--- src/rtl/lifo_pkg.sv ---
// Shared types and sizing for the LIFO unloader: FSM states, read latency of the
// upstream LIFO and depth of the skid buffer that absorbs it.
package lifo_pkg;

  typedef enum logic [1:0] {
    IDLE,
    DRAIN,
    FLUSH
  } unloader_state_t;

  localparam int LIFO_RD_LATENCY    = 1;
  localparam int UNLOADER_BUF_DEPTH = 3;
  localparam int OCC_W              = $clog2(UNLOADER_BUF_DEPTH + 1);

endpackage

--- src/rtl/lifo_unloader_if.sv ---
// LIFO read side plus output stream of the unloader; master = the unloader itself.
// Suffixes give direction as seen from the master.
interface lifo_unloader_if #(
  parameter int DWIDTH = 16,
  parameter int AWIDTH = 8
);

  logic              lifo_rdreq_o;
  logic [DWIDTH-1:0] lifo_q_i;
  logic              lifo_empty_i;
  logic [AWIDTH:0]   lifo_usedw_i;
  logic [DWIDTH-1:0] data_o;
  logic              valid_o;
  logic              last_o;
  logic              ready_i;

  modport master (
    output lifo_rdreq_o, data_o, valid_o, last_o,
    input  lifo_q_i, lifo_empty_i, lifo_usedw_i, ready_i
  );

  modport slave (
    input  lifo_rdreq_o, data_o, valid_o, last_o,
    output lifo_q_i, lifo_empty_i, lifo_usedw_i, ready_i
  );

endinterface

--- src/rtl/lifo_unloader_buf.sv ---
// 3-entry shift FIFO of {last, data}; head and occupancy come straight from registers.
// Write lands at the first free slot after any same-cycle shift, so order is preserved.
module lifo_unloader_buf
  import lifo_pkg::*;
#(
  parameter int DWIDTH = 16
) (
  input  logic              clk_i,
  input  logic              arstn_i,
  input  logic              wr_i,
  input  logic [DWIDTH-1:0] wdat_i,
  input  logic              wlast_i,
  input  logic              rd_i,
  output logic [OCC_W-1:0]  occ_o,
  output logic              valid_o,
  output logic [DWIDTH-1:0] dat_o,
  output logic              last_o
);

  logic [DWIDTH:0]    mem_q [UNLOADER_BUF_DEPTH];
  logic [OCC_W-1:0]   occ_q, occ_d, wr_idx;

  always_comb begin
    occ_d = occ_q;
    if (wr_i && !rd_i) begin
      occ_d = occ_q + OCC_W'(1);
    end else if (rd_i && !wr_i) begin
      occ_d = occ_q - OCC_W'(1);
    end
  end

  assign wr_idx = rd_i ? (occ_q - OCC_W'(1)) : occ_q;

  // Slots at or above occ are kept zero, so an empty buffer presents zero data.
  always_ff @(posedge clk_i or negedge arstn_i) begin
    if (!arstn_i) begin
      for (int i = 0; i < UNLOADER_BUF_DEPTH; i++) begin
        mem_q[i] <= '0;
      end
      occ_q <= '0;
    end else begin
      if (rd_i) begin
        for (int i = 0; i < UNLOADER_BUF_DEPTH - 1; i++) begin
          mem_q[i] <= mem_q[i+1];
        end
        mem_q[UNLOADER_BUF_DEPTH-1] <= '0;
      end
      for (int i = 0; i < UNLOADER_BUF_DEPTH; i++) begin
        if (wr_i && (wr_idx == OCC_W'(i))) begin
          mem_q[i] <= {wlast_i, wdat_i};
        end
      end
      occ_q <= occ_d;
    end
  end

  assign occ_o   = occ_q;
  assign valid_o = (occ_q != '0);
  assign dat_o   = mem_q[0][DWIDTH-1:0];
  assign last_o  = mem_q[0][DWIDTH];

endmodule

--- src/rtl/lifo_unloader.sv ---
// Drains a snapshot-sized burst from the LIFO onto a valid/ready stream; first valid 2 cycles
// after start, then 1 word/cycle. Reads are credit-limited so sink stalls never overflow the buffer.
module lifo_unloader
  import lifo_pkg::*;
#(
  parameter int DWIDTH = 16,
  parameter int AWIDTH = 8
) (
  input  logic            clk_i,
  input  logic            arstn_i,
  input  logic            start_i,
  output logic            busy_o,
  output logic            done_o,
  lifo_unloader_if.master bus
);

  localparam logic [AWIDTH:0] CNT_ONE = {{AWIDTH{1'b0}}, 1'b1};

  unloader_state_t            state_q;
  logic [AWIDTH:0]            issue_cnt_q;
  logic [LIFO_RD_LATENCY-1:0] rd_hist_q;
  logic [LIFO_RD_LATENCY-1:0] last_hist_q;
  logic                       done_q;
  logic                       rdreq, issue_last, pop;
  logic                       buf_valid, buf_last;
  logic [OCC_W-1:0]           occ;

  assign issue_last = (issue_cnt_q == CNT_ONE);

  // Reads still in the LIFO pipeline hold a buffer slot just like captured words.
  assign rdreq = (state_q == DRAIN) && (issue_cnt_q != '0) && !bus.lifo_empty_i &&
                 (($countones(rd_hist_q) + int'(occ)) < UNLOADER_BUF_DEPTH);

  assign pop = buf_valid && bus.ready_i;

  always_ff @(posedge clk_i or negedge arstn_i) begin
    if (!arstn_i) begin
      state_q     <= IDLE;
      issue_cnt_q <= '0;
      rd_hist_q   <= '0;
      last_hist_q <= '0;
      done_q      <= 1'b0;
    end else begin
      rd_hist_q   <= LIFO_RD_LATENCY'({rd_hist_q, rdreq});
      last_hist_q <= LIFO_RD_LATENCY'({last_hist_q, rdreq && issue_last});
      done_q      <= 1'b0;
      unique case (state_q)
        IDLE: begin
          if (start_i && !bus.lifo_empty_i) begin
            state_q     <= DRAIN;
            issue_cnt_q <= bus.lifo_usedw_i;
          end
        end
        DRAIN: begin
          if (rdreq) begin
            issue_cnt_q <= issue_cnt_q - CNT_ONE;
            if (issue_last) begin
              state_q <= FLUSH;
            end
          end
        end
        FLUSH: begin
          if (pop && buf_last) begin
            state_q <= IDLE;
            done_q  <= 1'b1;
          end
        end
        default: state_q <= IDLE;
      endcase
    end
  end

  lifo_unloader_buf #(
    .DWIDTH (DWIDTH)
  ) u_buf (
    .clk_i   (clk_i),
    .arstn_i (arstn_i),
    .wr_i    (rd_hist_q[LIFO_RD_LATENCY-1]),
    .wdat_i  (bus.lifo_q_i),
    .wlast_i (last_hist_q[LIFO_RD_LATENCY-1]),
    .rd_i    (pop),
    .occ_o   (occ),
    .valid_o (buf_valid),
    .dat_o   (bus.data_o),
    .last_o  (buf_last)
  );

  assign bus.lifo_rdreq_o = rdreq;
  assign bus.valid_o      = buf_valid;
  assign bus.last_o       = buf_last;
  assign busy_o           = (state_q != IDLE);
  assign done_o           = done_q;

endmodule

--- src/flat_wrapper.sv ---
// flat-port wrapper written by rule: the top's interface ports become plain ports
module lifo_unloader_flat import lifo_pkg::*;
#(
  parameter int DWIDTH = 16,
  parameter int AWIDTH = 8
)
  (clk_i, arstn_i, start_i, busy_o, done_o, bus_lifo_rdreq_o, bus_data_o, bus_valid_o, bus_last_o, bus_lifo_q_i, bus_lifo_empty_i, bus_lifo_usedw_i, bus_ready_i);
  lifo_unloader_if #(.DWIDTH(DWIDTH), .AWIDTH(AWIDTH)) bus_i ();
  input  logic clk_i;
  input  logic arstn_i;
  input  logic start_i;
  output logic busy_o;
  output logic done_o;
  output wire logic [$bits(bus_i.lifo_rdreq_o)-1:0] bus_lifo_rdreq_o;
  output wire logic [$bits(bus_i.data_o)-1:0] bus_data_o;
  output wire logic [$bits(bus_i.valid_o)-1:0] bus_valid_o;
  output wire logic [$bits(bus_i.last_o)-1:0] bus_last_o;
  input wire logic [$bits(bus_i.lifo_q_i)-1:0] bus_lifo_q_i;
  input wire logic [$bits(bus_i.lifo_empty_i)-1:0] bus_lifo_empty_i;
  input wire logic [$bits(bus_i.lifo_usedw_i)-1:0] bus_lifo_usedw_i;
  input wire logic [$bits(bus_i.ready_i)-1:0] bus_ready_i;
  assign bus_lifo_rdreq_o = bus_i.lifo_rdreq_o;
  assign bus_data_o = bus_i.data_o;
  assign bus_valid_o = bus_i.valid_o;
  assign bus_last_o = bus_i.last_o;
  assign bus_i.lifo_q_i = bus_lifo_q_i;
  assign bus_i.lifo_empty_i = bus_lifo_empty_i;
  assign bus_i.lifo_usedw_i = bus_lifo_usedw_i;
  assign bus_i.ready_i = bus_ready_i;
  lifo_unloader #(.DWIDTH(DWIDTH), .AWIDTH(AWIDTH)) u_core (.clk_i(clk_i), .arstn_i(arstn_i), .start_i(start_i), .busy_o(busy_o), .done_o(done_o), .bus(bus_i));
endmodule
--- config.mk ---
export PLATFORM = sky130hd
export DESIGN_NAME = lifo_unloader_flat
export DESIGN_NICKNAME = d
export VERILOG_FILES = /design/src/rtl/lifo_pkg.sv /design/src/rtl/lifo_unloader_if.sv /design/src/rtl/lifo_unloader_buf.sv /design/src/rtl/lifo_unloader.sv /design/src/flat_wrapper.sv
export SDC_FILE = /design/constraint.sdc
export NUM_CORES = 1
export LEC_CHECK = 0
export BUFFER_PORTS_ARGS = -buffer_cell sky130_fd_sc_hd__buf_2
export CORE_MARGIN = 10
export CORE_UTILIZATION = 52
export DETAILED_ROUTE_END_ITERATION = 10
export MAX_ROUTING_LAYER = met4
export PLACE_DENSITY_LB_ADDON = 0.12
export SETUP_SLACK_MARGIN = 0.4
export SLEW_MARGIN = 30
export SYNTH_ARGS = -nofsm -noshare
export SYNTH_HDL_FRONTEND = slang
export SYNTH_SLANG_ARGS = --single-unit
export TNS_END_PERCENT = 1
--- constraint.sdc ---
create_clock -name clk_i -period 2.15 [get_ports clk_i]
set_input_delay 0.645 -clock clk_i [delete_from_list [all_inputs] [get_ports clk_i]]
set_output_delay 0.645 -clock clk_i [all_outputs]
set_load 0.02 [all_outputs]
==> summary.txt, run 1 <==
Outcome
  • Status: complete, but fails checks
  • Failing checks: negative setup slack

Worst setup path
  • CP top delay family: adder cells
  • Arr. time, crit path: 1.71 ns
  • Critical R2R Capture: u_core.u_buf.mem_q[7]$_DFFE_PN0P_
  • Crit path kind: reg2out
  • CP cell instances: ha_2 > ha_4 > a211oi_4 > nand2_2 > nor2_4 > buf_6
  • Slowest CP cell: dfrtp_1
  • Max FO, Critical Path: 2
  • R2R Setup Slk: around 0.12 ns
  • CP max stage delay: ~0.40 ns
  • Endpoint type of the worst setup path: output port
  • WP depth: 6
  • Worst r2r src: u_core.u_buf.occ_o[0]$_DFFE_PN0P_
  • Worst Path Required: 1.50 ns
  • R2R cell count: 10
  • Crit start category: flip-flop
  • Buffers & Inverters on Critical Path: 1

Drt
  • DRT iter0 DRCs: 57
  • Total Wirelength: 7245 µm
  • Vias per cell: roughly 5.5
  • Met1 wire length: between 3000 and 4000 µm
  • WL/cell: ~16 µm
  • Vias: between 2000 and 2500
  • Metal2 WL: 3473 µm
  • Antenna-violating nets left: 0
  • Routed wl met3: ~360 µm
  • DRC viols: 0
  • DR top layer: met4
  • Drt first pass iters: 5

CTS
  • Clk sinks: 67
  • Htree depth: 3
  • CTS tree: built
  • Root buf cell: clkbuf_8
  • Clock Tree Buf Depth: 2
  • CTS buffer count: 9
  • Clk_lat worst skew: approximately 0.34 ns
  • Reg clk slew, reported paths: ~0.080 ns

Timing
  • Setup WS post-layout: -0.2043 ns
  • # setup viols final: 1
  • Post-route minimum period: 2.354 ns
  • Slew of the pin with the lowest slew margin: around 0.6 ns
  • Crit share post-route: 109.5%
  • Max Fclk: about 420 MHz
  • Slew headroom: 59.91%
  • Final Hold Fails: 0
  • Clock Skew: ~0.006 ns
  • Slew Viols, Final: 0
  • Unrepaired setup endpoints after global routing: true

Synth
  • Syn Inst Count: approximately 310
  • Synth cell types: 44
  • XOR/XNOR Fraction of Synth Area: less than 1%
  • Largest family of logic cells by synthesized area: multiplexers
  • Yosys top cell by area: dfrtp_1
  • Net count after synthesis: 350
  • Number of synthesized flops with an enable pin: 0
  • Seq/Total Area, Yosys: 47.50%
  • Synth top area share: a little under half
  • Synth area leaders: dfrtp_1, mux2i_1, buf_4
  • Synth Area in Simple Gates: 9.217%
  • Adder-Cell Fraction of Synth Area: approximately 2.5%
  • Post-synth ARST share: 100.0%
  • Multiplexer share of the synthesized area: approximately 24%
  • Flops & latches, synth: 67
  • Compound-Gate Fraction of Synth Area: under 10%
  • Mean Syn Cell Area: around 11 µm²
  • Cell Area, Synth: roughly 3500 µm²
  • Syn. warnings: 0
  • Top FF cell, synth: dfrtp_1

Cells and area
  • Layout cells sized above 1: around a third
  • Final layout net count: 395
  • ANT cells: 0
  • Area Growth Syn to Fin: 19.71%
  • Design Area, Final: roughly 4200 µm²

Global routing
  • First-pass GRT wire length: 12400 µm
  • Initial antenna violation count: 0
  • Overall Global Routing Usage: 15.29%
  • GRT overflow: 0
  • Pin count of the biggest net entering global routing: 37
  • Vias in the first global route: roughly 2600

Floorplanning
  • FP Rows: 29
  • Die width: about 100 µm
  • Core area: 6459 µm²
  • Die ar.: between 10000 and 15000 µm²
  • Die Ht: approximately 100 µm
  • I/O pin cnt: 51
  • Starting Density: about 55%

Placed design
  • HPWL after DPL: 4985 µm
  • Post-place instance area: approximately 3800 µm²
  • GPL Wtd Cong: between 0.8 and 0.9
  • IO buf count: 50
  • DP Worst Slack: about 0.12 ns

Power and ir drop
  • Peak supply drop: 0.8161 mV
  • Gate power share: roughly 44%
  • Int Power: around 3.6 mW
  • Power share of the sequential group: 34.6%
  • Switching share of power: 36.50%
  • Leakage power: 2.364 nW
  • Clock Power Share: between 20% and 30%
  • NetSw: 2.052 mW
  • Cell area power density: 1330 nW/µm²

Worst hold path
  • Hold Crit Class: in2async

Run
  • Max_cap viols: 0
## cell families (layout without fill, tap and decap cells)
| kind of cell | count (synthesis) | in the layout |
|---|---|---|
| xor+xnor | 2 | 2 |
| mux | 86 | 86 |
| fa+ha+maj | 7 | 7 |
| flops | 67 | 67 |
| simple gates | 63 | 63 |
| buf+inv | 57 | 107 |
| compound gates | 31 | 31 |
## synthesized netlist by cell type (all sizes together) (2+ instances only)
library cell and n:
nand3b 2, and3 4, o311ai 2, a21oi 6
clkbuf 4, ha 7, nor2 6, o221ai 4
dfrtp 67, o211ai 7, o21ai 6, mux2i 86
nor3b 2, inv 25, nor3 8, nand2 26
buf 28, or3b 2, nand3 3, nor4 2
nor2b 2
## final cells by class
cell class	instances	area, µm²
tap	77	96.34
fill	515	2233
clock buffer	10	137.6
multi-input combinational	189	1662
inverter	25	106.4
clock inverter	6	88.84
sequential	67	1678
timing repair buffer	66	456.7
## power by group through the flow
stage	clock [mW]	sequential [mW]	combinational [mW]
final	1.20	1.94	2.48
after global routing	1.27	2.00	2.72
after CTS	1.21	1.94	2.41
after detailed placement	0	1.96	2.16
after global placement	0	1.94	2.12
after floorplan	0	1.91	1.78
## stage by stage
stage	hold WS (ns)	instances	setup TNS [ns]	utilization (%)	power, mW
after floorplan	0.3494	313	0	-	3.682
after global placement	0.5100	423	0	58.93	4.060
after detailed placement	0.5232	423	0	58.93	4.125
after CTS	0.1624	440	-0.2244	64.53	5.569
after global routing	0.1653	440	-0.2615	65.42	5.996
final	0.1664	440	-0.2043	65.42	5.620
## worst reg2reg max path, delay by kind of cell, from the launching register on
kind,cells,cell delay (ns)
muxes,1,0.17
and+or+nand+nor,2,0.56
AOI/OAI and AO/OA,1,0.09
DFF,1,0.38
buffers and inverters,5,0.59
adders and majority gates,1,0.16
## how the worst max path moves through the flow
| stage | from | end |
|---|---|---|
| 3_5_place_dp | u_core.u_buf.occ_o[0]$_DFFE_PN0P_ | u_core.u_buf.mem_q[13]$_DFFE_PN0P_ |
| 3_3_place_gp | u_core.rd_hist_q$_DFF_PN0_ | bus_lifo_rdreq_o |
| 4_1_cts | u_core.u_buf.occ_o[0]$_DFFE_PN0P_ | bus_lifo_rdreq_o |
| 5_1_grt | u_core.rd_hist_q$_DFF_PN0_ | bus_lifo_rdreq_o |
| 2_1_floorplan | u_core.u_buf.occ_o[0]$_DFFE_PN0P_ | bus_lifo_rdreq_o |
| 6_report | u_core.u_buf.occ_o[0]$_DFFE_PN0P_ | bus_lifo_rdreq_o |
## flip-flops by register name, indices dropped and copies added, names as in the netlist
name / cells
u_core.u_buf.mem_q: 34
u_core.u_buf.dat_o: 16
u_core.issue_cnt_q: 9
u_core.state_q: 2
u_core.u_buf.occ_o: 2
u_core.done_o: 1
u_core.last_hist_q: 1
u_core.rd_hist_q: 1
u_core.u_buf.last_o: 1
## cells in the final DEF, fill, tap and decap left out, types with 3 or more instances in the layout
cell type,count
ha_4,3
ha_1,3
nor2_1,4
o21ai_2,4
nor3_2,4
o221ai_1,3
a21oi_1,6
mux2i_1,84
buf_2,47
dfrtp_1,66
nand3_1,3
nor3_1,3
buf_6,9
nand2_1,24
inv_1,22
buf_4,6
clkbuf_8,10
o211ai_1,7
buf_12,3
## metal layers
metal	vias to the layer above	global-route usage, %
met5	-	-
met4	0	5.857
met3	11	3.104
met2	57	24.10
met1	1174	18.97
li1	1167	-
## timing repair
item | in CTS | in global routing
hold buffers | 0 | 0
hold endpoints to repair | 0 | 0
pin swaps | 14 | 10
gates resized for setup | 33 | 14
setup endpoints to repair | 65 | 67
buffers inserted | 1 | 0
Power figures use the tool's default switching activity.
==> run 2, diff against run 1 <==
--- a/config.mk
+++ b/config.mk
@@ -6,7 +6,6 @@
 export NUM_CORES = 1
 export LEC_CHECK = 0
 export BUFFER_PORTS_ARGS = -buffer_cell sky130_fd_sc_hd__buf_2
-export CORE_MARGIN = 10
 export CORE_UTILIZATION = 52
 export DETAILED_ROUTE_END_ITERATION = 10
 export MAX_ROUTING_LAYER = met4
==> run 2 against run 1 <==
Compared with the run above: the flow finishes with violations (design-rule violations, negative setup slack); via count increased by 0.71%; power down 2.9%; clock skew grew 0.0044 ns; sequential cell count stayed put; non-clock buffer count unchanged; hold slack improved by 0.13 ns; critical path depth stayed put; critical endpoint unchanged.
==> summary.txt, run 2 (synthesis results as in run 1) <==
Outcome
  • Status: complete, but fails checks
  • Failing checks: design-rule violations, negative setup slack

CTS
  • Reg clk slew, reported paths: about 0.080 ns
  • Htree depth: 3
  • Clk sinks: 67
  • Root buf cell: clkbuf_8
  • Clock Tree Buf Depth: 2
  • CTS buffer count: 9
  • CTS Hold Bufs: 0
  • Clk_lat worst skew: about 0.34 ns
  • CTS tree: built

Cells and area
  • Commonest non-fill, non-tap cells in the layout: mux2i_1, dfrtp_1, buf_2
  • ANT cells: 0
  • Design Area, Final: roughly 4200 µm²
  • Layout cells sized above 1: a little under a third
  • Commonest non-fill, non-tap cell in the layout: mux2i_1
  • Final layout net count: between 300 and 400
  • Biggest register: u_core.u_buf.mem_q
  • Layout filler cell count: approximately 550
  • Area Growth Syn to Fin: 19.14%
  • Max reg flops: 34

Timing
  • Slew Viols, Final: 0
  • Setup WS post-layout: -0.1730 ns
  • Final Hold Fails: 0
  • Clock Skew: a little over 0.01 ns
  • Unrepaired setup endpoints after global routing: true
  • # setup viols final: 1
  • Slew headroom: between 60% and 70%
  • Slew of the pin with the lowest slew margin: between 0.5 and 0.6 ns
  • Post-route minimum period: roughly 2.3 ns
  • Crit share post-route: 108.0%
  • Max Fclk: approximately 430 MHz

Power and ir drop
  • Peak supply drop: roughly 0.76 mV
  • Cell area power density: 1298 nW/µm²
  • Final Power: 5.460 mW
  • Gate power share: a little over two fifths
  • Switching share of power: a little over a third
  • Clock Power Share: roughly a fifth
  • Int Power: roughly 3.5 mW
  • Leakage power: 2.362 nW
  • NetSw: between 1.5 and 2 mW
  • Power share of the sequential group: between 30% and 40%

Floorplanning
  • Die Ht: between 80 and 90 µm
  • Starting Density: 54.65%
  • Die width: 84.39 µm
  • Core area: 6459 µm²
  • I/O pin cnt: between 50 and 60
  • FP Rows: 29
  • Die ar.: roughly 7100 µm²

Drt
  • DRC viols: 6
  • DRT iter0 DRCs: 53
  • Total Wirelength: 6793 µm
  • Vias: around 2400
  • WL/cell: between 15 and 20 µm
  • Drt first pass iters: 7
  • Vias per cell: ~5.5
  • Antenna-violating nets left: 0

Global routing
  • Pin count of the biggest net entering global routing: 30
  • Initial antenna violation count: 0
  • GRT overflow: 0
  • Vias in the first global route: around 2500
  • First-pass GRT wire length: about 12000 µm
  • Overall Global Routing Usage: ~22%

Worst setup path
  • Buffers & Inverters on Critical Path: 1
  • CP cell instances: ha_2 > ha_4 > a211oi_2 > nand2_2 > nor2_4 > buf_6
  • Endpoint type of the worst setup path: output port
  • Critical R2R Capture: u_core.u_buf.mem_q[5]$_DFFE_PN0P_
  • R2R cell count: 10
  • Arr. time, crit path: 1.68 ns
  • CP top delay family: adder cells
  • Crit path kind: reg2out
  • CP max stage delay: around 0.39 ns
  • Crit start category: flip-flop
  • Max FO, Critical Path: 2
  • Slowest CP cell: dfrtp_1
  • Worst Path Required: 1.50 ns
  • Worst r2r src: u_core.u_buf.occ_o[0]$_DFFE_PN0P_
  • R2R Setup Slk: 0.11 ns

Placed design
  • HPWL after DPL: between 4000 and 5000 µm
  • GPL Wtd Cong: roughly 0.84
  • Post-place instance area: between 3000 and 4000 µm²
  • IO buf count: 50

Worst hold path
  • Hold Crit Class: in2async

Run
  • Max_cap viols: 0
run 2: changes by cell type in the layout (fill, tap and decap cells not counted), moves of 2 or more:
| cell | change |
|---|---|
| buf_12 | +3 |
| buf_6 | -3 |
| mux2i_1 | +2 |
| mux2i_2 | -2 |
run 2: per-stage QoR:
step / setup TNS, ns / instances / hold WS, ns / setup WS (ns) / util, %
final: -0.1730 / 440 / 0.2984 / -0.1730 / 65.11
after global routing: -0.2237 / 440 / 0.3343 / -0.2237 / 65.11
after CTS: -0.2081 / 439 / 0.3056 / -0.2081 / 64.26
after detailed placement: 0 / 423 / 0.5217 / 0.1128 / 59.71
after global placement: 0 / 423 / 0.5116 / 0.1359 / 59.71
after floorplan: 0 / 313 / 0.3494 / 0.1107 / -
run 2: what timing repair did:
item	CTS	global route
resized for setup	19	13
pin swaps	9	9
setup buffers	0	1
endpoints found under the setup margin	65	66
run 2: worst max-delay path by stage:
stage,cells after the start,start,to
floorplan,5,u_core.u_buf.occ_o[0]$_DFFE_PN0P_,bus_lifo_rdreq_o
global placement,6,u_core.rd_hist_q$_DFF_PN0_,bus_lifo_rdreq_o
detailed placement,6,u_core.rd_hist_q$_DFF_PN0_,bus_lifo_rdreq_o
CTS,6,u_core.rd_hist_q$_DFF_PN0_,bus_lifo_rdreq_o
global route,6,u_core.rd_hist_q$_DFF_PN0_,bus_lifo_rdreq_o
finish,6,u_core.u_buf.occ_o[0]$_DFFE_PN0P_,bus_lifo_rdreq_o
run 2: worst reg2reg max path: stages, from the launching register on:
cell and delay [ns]:
dfrtp_1 0.37, buf_4 0.12, buf_6 0.12, inv_6 0.05, ha_4 0.16, nor2b_4 0.35
inv_4 0.14, nor3_2 0.21, o21ai_2 0.10, buf_12 0.17, mux2i_1 0.17
run 2: final cells by class:
type	instances	area (µm²)	share of cell area, %
clock buffer	9	123.9	2.946
clock inverter	7	92.59	2.202
inverter	25	101.3	2.410
multi-input combinational	189	1638	38.95
sequential	67	1678	39.90
tap	77	96.34	2.291
timing repair buffer	66	475.5	11.31
run 2: power by group through the flow:
stage	combinational, mW	clock [mW]	sequential [mW]
6_report	2.36	1.15	1.94
5_1_grt	2.61	1.22	1.99
4_1_cts	2.32	1.18	1.94
3_5_place_dp	2.20	0	1.96
3_3_place_gp	2.15	0	1.94
2_1_floorplan	1.78	0	1.91
run 2: routing by layer:
| layer | global-route usage, % | share of wire (%) |
|---|---|---|
| met1 | 27.87 | 49 |
| met2 | 34.43 | 47 |
| met3 | 4.425 | 2.9 |
| met4 | 6.471 | 1.0 |
| met5 | - | 0 |
==> run 3, diff against run 2 <==
--- a/config.mk
+++ b/config.mk
@@ -9,7 +9,7 @@
 export CORE_UTILIZATION = 52
 export DETAILED_ROUTE_END_ITERATION = 10
 export MAX_ROUTING_LAYER = met4
-export PLACE_DENSITY_LB_ADDON = 0.12
+export PLACE_DENSITY = 0.78
 export SETUP_SLACK_MARGIN = 0.4
 export SLEW_MARGIN = 30
 export SYNTH_ARGS = -nofsm -noshare
==> run 3 against run 2 <==
Compared with the run above: the run still ends with design-rule violations, negative setup slack left; design area decreased by 1.6%; hold slack better by 0.017 ns; global-route usage grew 0.27 points; cell count is the same; non-clock buffer count did not move; sequential cell count stayed put; die area unchanged; clock power fell by 9.6%; core utilization shrank 1.0 points; via count down 0.95%.
==> summary.txt, run 3 (synthesis results as in run 1) <==
Power and ir drop
  • Peak supply drop: 0.5960 mV
  • Cell area power density: ~1300 nW/µm²
  • Leakage power: between 2 and 2.5 nW

Placed design
  • HPWL after DPL: approximately 4500 µm
  • GPL Wtd Cong: between 0.8 and 0.9
  • Post-place instance area: 3826 µm²
  • IO buf count: 50
  • Placed insts: about 420

Timing
  • Final Hold Fails: 0
  • Setup WS post-layout: -0.1870 ns
  • Slew headroom: about three fifths
  • Unrepaired setup endpoints after global routing: true
  • Clock Skew: 0.003475 ns
  • Max Fclk: 427.9 MHz
  • Slew of the pin with the lowest slew margin: 0.5804 ns
  • Crit share post-route: 108.7%
  • Post-route minimum period: 2.337 ns
  • # setup viols final: 1
  • Slew Viols, Final: 0

Cells and area
  • Area Growth Syn to Fin: 17.26%
  • Layout filler cell count: approximately 500
  • Area of the multi-input gates: ~1600 µm²
  • Design Area, Final: roughly 4100 µm²
  • Final non-filler cell total: between 400 and 500
  • Final layout net count: a little under 400
  • Biggest register: u_core.u_buf.mem_q
  • Layout cells sized above 1: a little under a third
  • FF+latch area: roughly 1700 µm²
  • Commonest non-fill, non-tap cell in the layout: mux2i_1
  • ANT cells: 0
  • Commonest non-fill, non-tap cells in the layout: mux2i_1, dfrtp_1, buf_2
  • Max reg flops: 34

Drt
  • Vias: between 2000 and 2500
  • DR top layer: met4
  • WL/cell: between 15 and 20 µm
  • DRT iter0 DRCs: roughly 120
  • Drt first pass iters: 7
  • Vias per cell: 5.461
  • Metal2 WL: between 3000 and 4000 µm
  • Routed wl met3: roughly 290 µm
  • DRC viols: 10
  • Met1 wire length: around 3100 µm
  • Antenna-violating nets left: 0
  • Total Wirelength: ~6800 µm

Worst setup path
  • Endpoint type of the worst setup path: output port
  • Crit path to: bus_lifo_rdreq_o
  • Critical R2R Capture: u_core.u_buf.mem_q[8]$_DFFE_PN0P_
  • Crit start category: flip-flop
  • CP max stage delay: approximately 0.4 ns
  • CP cell instances: ha_2 > ha_4 > a211oi_2 > nand2_2 > nor2_4 > buf_6
  • Max FO, Critical Path: 2
  • Worst Path Required: about 1.5 ns
  • WP depth: 6
  • R2R cell count: 9
  • Crit path kind: reg2out
  • CP top delay family: adder cells
  • Critical Path Start: u_core.u_buf.occ_o[0]$_DFFE_PN0P_
  • Buffers & Inverters on Critical Path: 1
  • Slowest CP cell: dfrtp_1
  • Worst r2r src: u_core.u_buf.occ_o[0]$_DFFE_PN0P_
  • Arr. time, crit path: approximately 1.7 ns
  • R2R Setup Slk: ~0.22 ns

Global routing
  • First-pass GRT wire length: between 10000 and 15000 µm
  • Pin count of the biggest net entering global routing: 68
  • Initial antenna violation count: 0
  • Vias in the first global route: between 2000 and 2500
  • GRT overflow: 0
  • Overall Global Routing Usage: a little over a fifth

Floorplanning
  • Starting Density: about 55%
  • Core area: roughly 6500 µm²
  • Die width: between 80 and 90 µm
  • Die Ht: around 84 µm
  • FP Rows: 29
  • Die ar.: between 7000 and 8000 µm²
  • I/O pin cnt: 51

CTS
  • CTS tree: built
  • CTS buffer count: 9
  • Root buf cell: clkbuf_8
  • Htree depth: 3
  • Clk sinks: between 60 and 70
  • Clock Tree Buf Depth: 2
  • Clk_lat worst skew: 0.34 ns
  • CTS Hold Bufs: 0
  • Post-CTS setup buffers: 0
  • Reg clk slew, reported paths: approximately 0.070 ns

Outcome
  • Status: complete, but fails checks
  • Failing checks: design-rule violations, negative setup slack

Run
  • Max_cap viols: 0

Worst hold path
  • Hold Crit Class: in2async
-- run 3: cell types whose count changed in the layout (fill, tap and decap cells not counted), sizes merged --
cell | before | now
clkbuf | 9 | 11
clkinv | 2 | 4
clkinvlp | 3 | 1
bufinv | 2 | 1
inv | 25 | 24
-- run 3: metal layers --
layer | GRT usage (%) | vias up
met5 | - | -
met4 | 11.25 | 0
met3 | 3.835 | 15
met2 | 33.46 | 59
met1 | 27.93 | 1157
li1 | - | 1172
-- run 3: layout make-up --
cell class              instances  share of cell area [%]
well taps                      77                   2.328
clock buffers                  11                   3.416
clock inverters                 5                   1.270
inverters                      25                   2.509
multi-input cells             189                   39.51
flip-flops and latches         67                   40.57
repair buffers                 66                   10.40
-- run 3: worst min path at each step --
stage                                 startpoint                                 end  slack [ns]  cells after the start
floorplan                                arstn_i             u_core.done_o$_DFF_PN0_        0.35                      0
global placement    u_core.last_hist_q$_DFF_PN0_  u_core.u_buf.mem_q[33]$_DFFE_PN0P_        0.51                      2
detailed placement  u_core.last_hist_q$_DFF_PN0_     u_core.u_buf.last_o$_DFFE_PN0P_        0.51                      2
CTS                                      arstn_i   u_core.u_buf.dat_o[7]$_DFFE_PN0P_        0.32                      2
global route                             arstn_i   u_core.u_buf.dat_o[7]$_DFFE_PN0P_        0.36                      2
finish                                   arstn_i   u_core.u_buf.dat_o[7]$_DFFE_PN0P_        0.32                      2
-- run 3: what timing repair did --
action,in CTS,in global routing
endpoints found under the setup margin,64,66
pin swaps,9,9
gates resized for setup,22,8
gates cloned,0,0
-- run 3: power breakdown --
group,switching (mW),internal (mW)
Clock,0.475,0.562
Sequential,0.241,1.69
Combinational,1.26,1.11
-- run 3: metrics by stage --
stage               hold WS [ns]  total power [mW]  setup TNS [ns]  utilization (%)  setup WS (ns)
floorplan                 0.3494             3.682               0                -         0.1107
detailed placement        0.5142             4.134               0            59.24         0.1269
global placement          0.5090             4.033               0            59.24         0.1467
global route              0.3608             5.680         -0.2616            64.08        -0.2616
CTS                       0.3210             5.317         -0.2028            63.60        -0.2028
finish                    0.3156             5.338         -0.1870            64.08        -0.1870
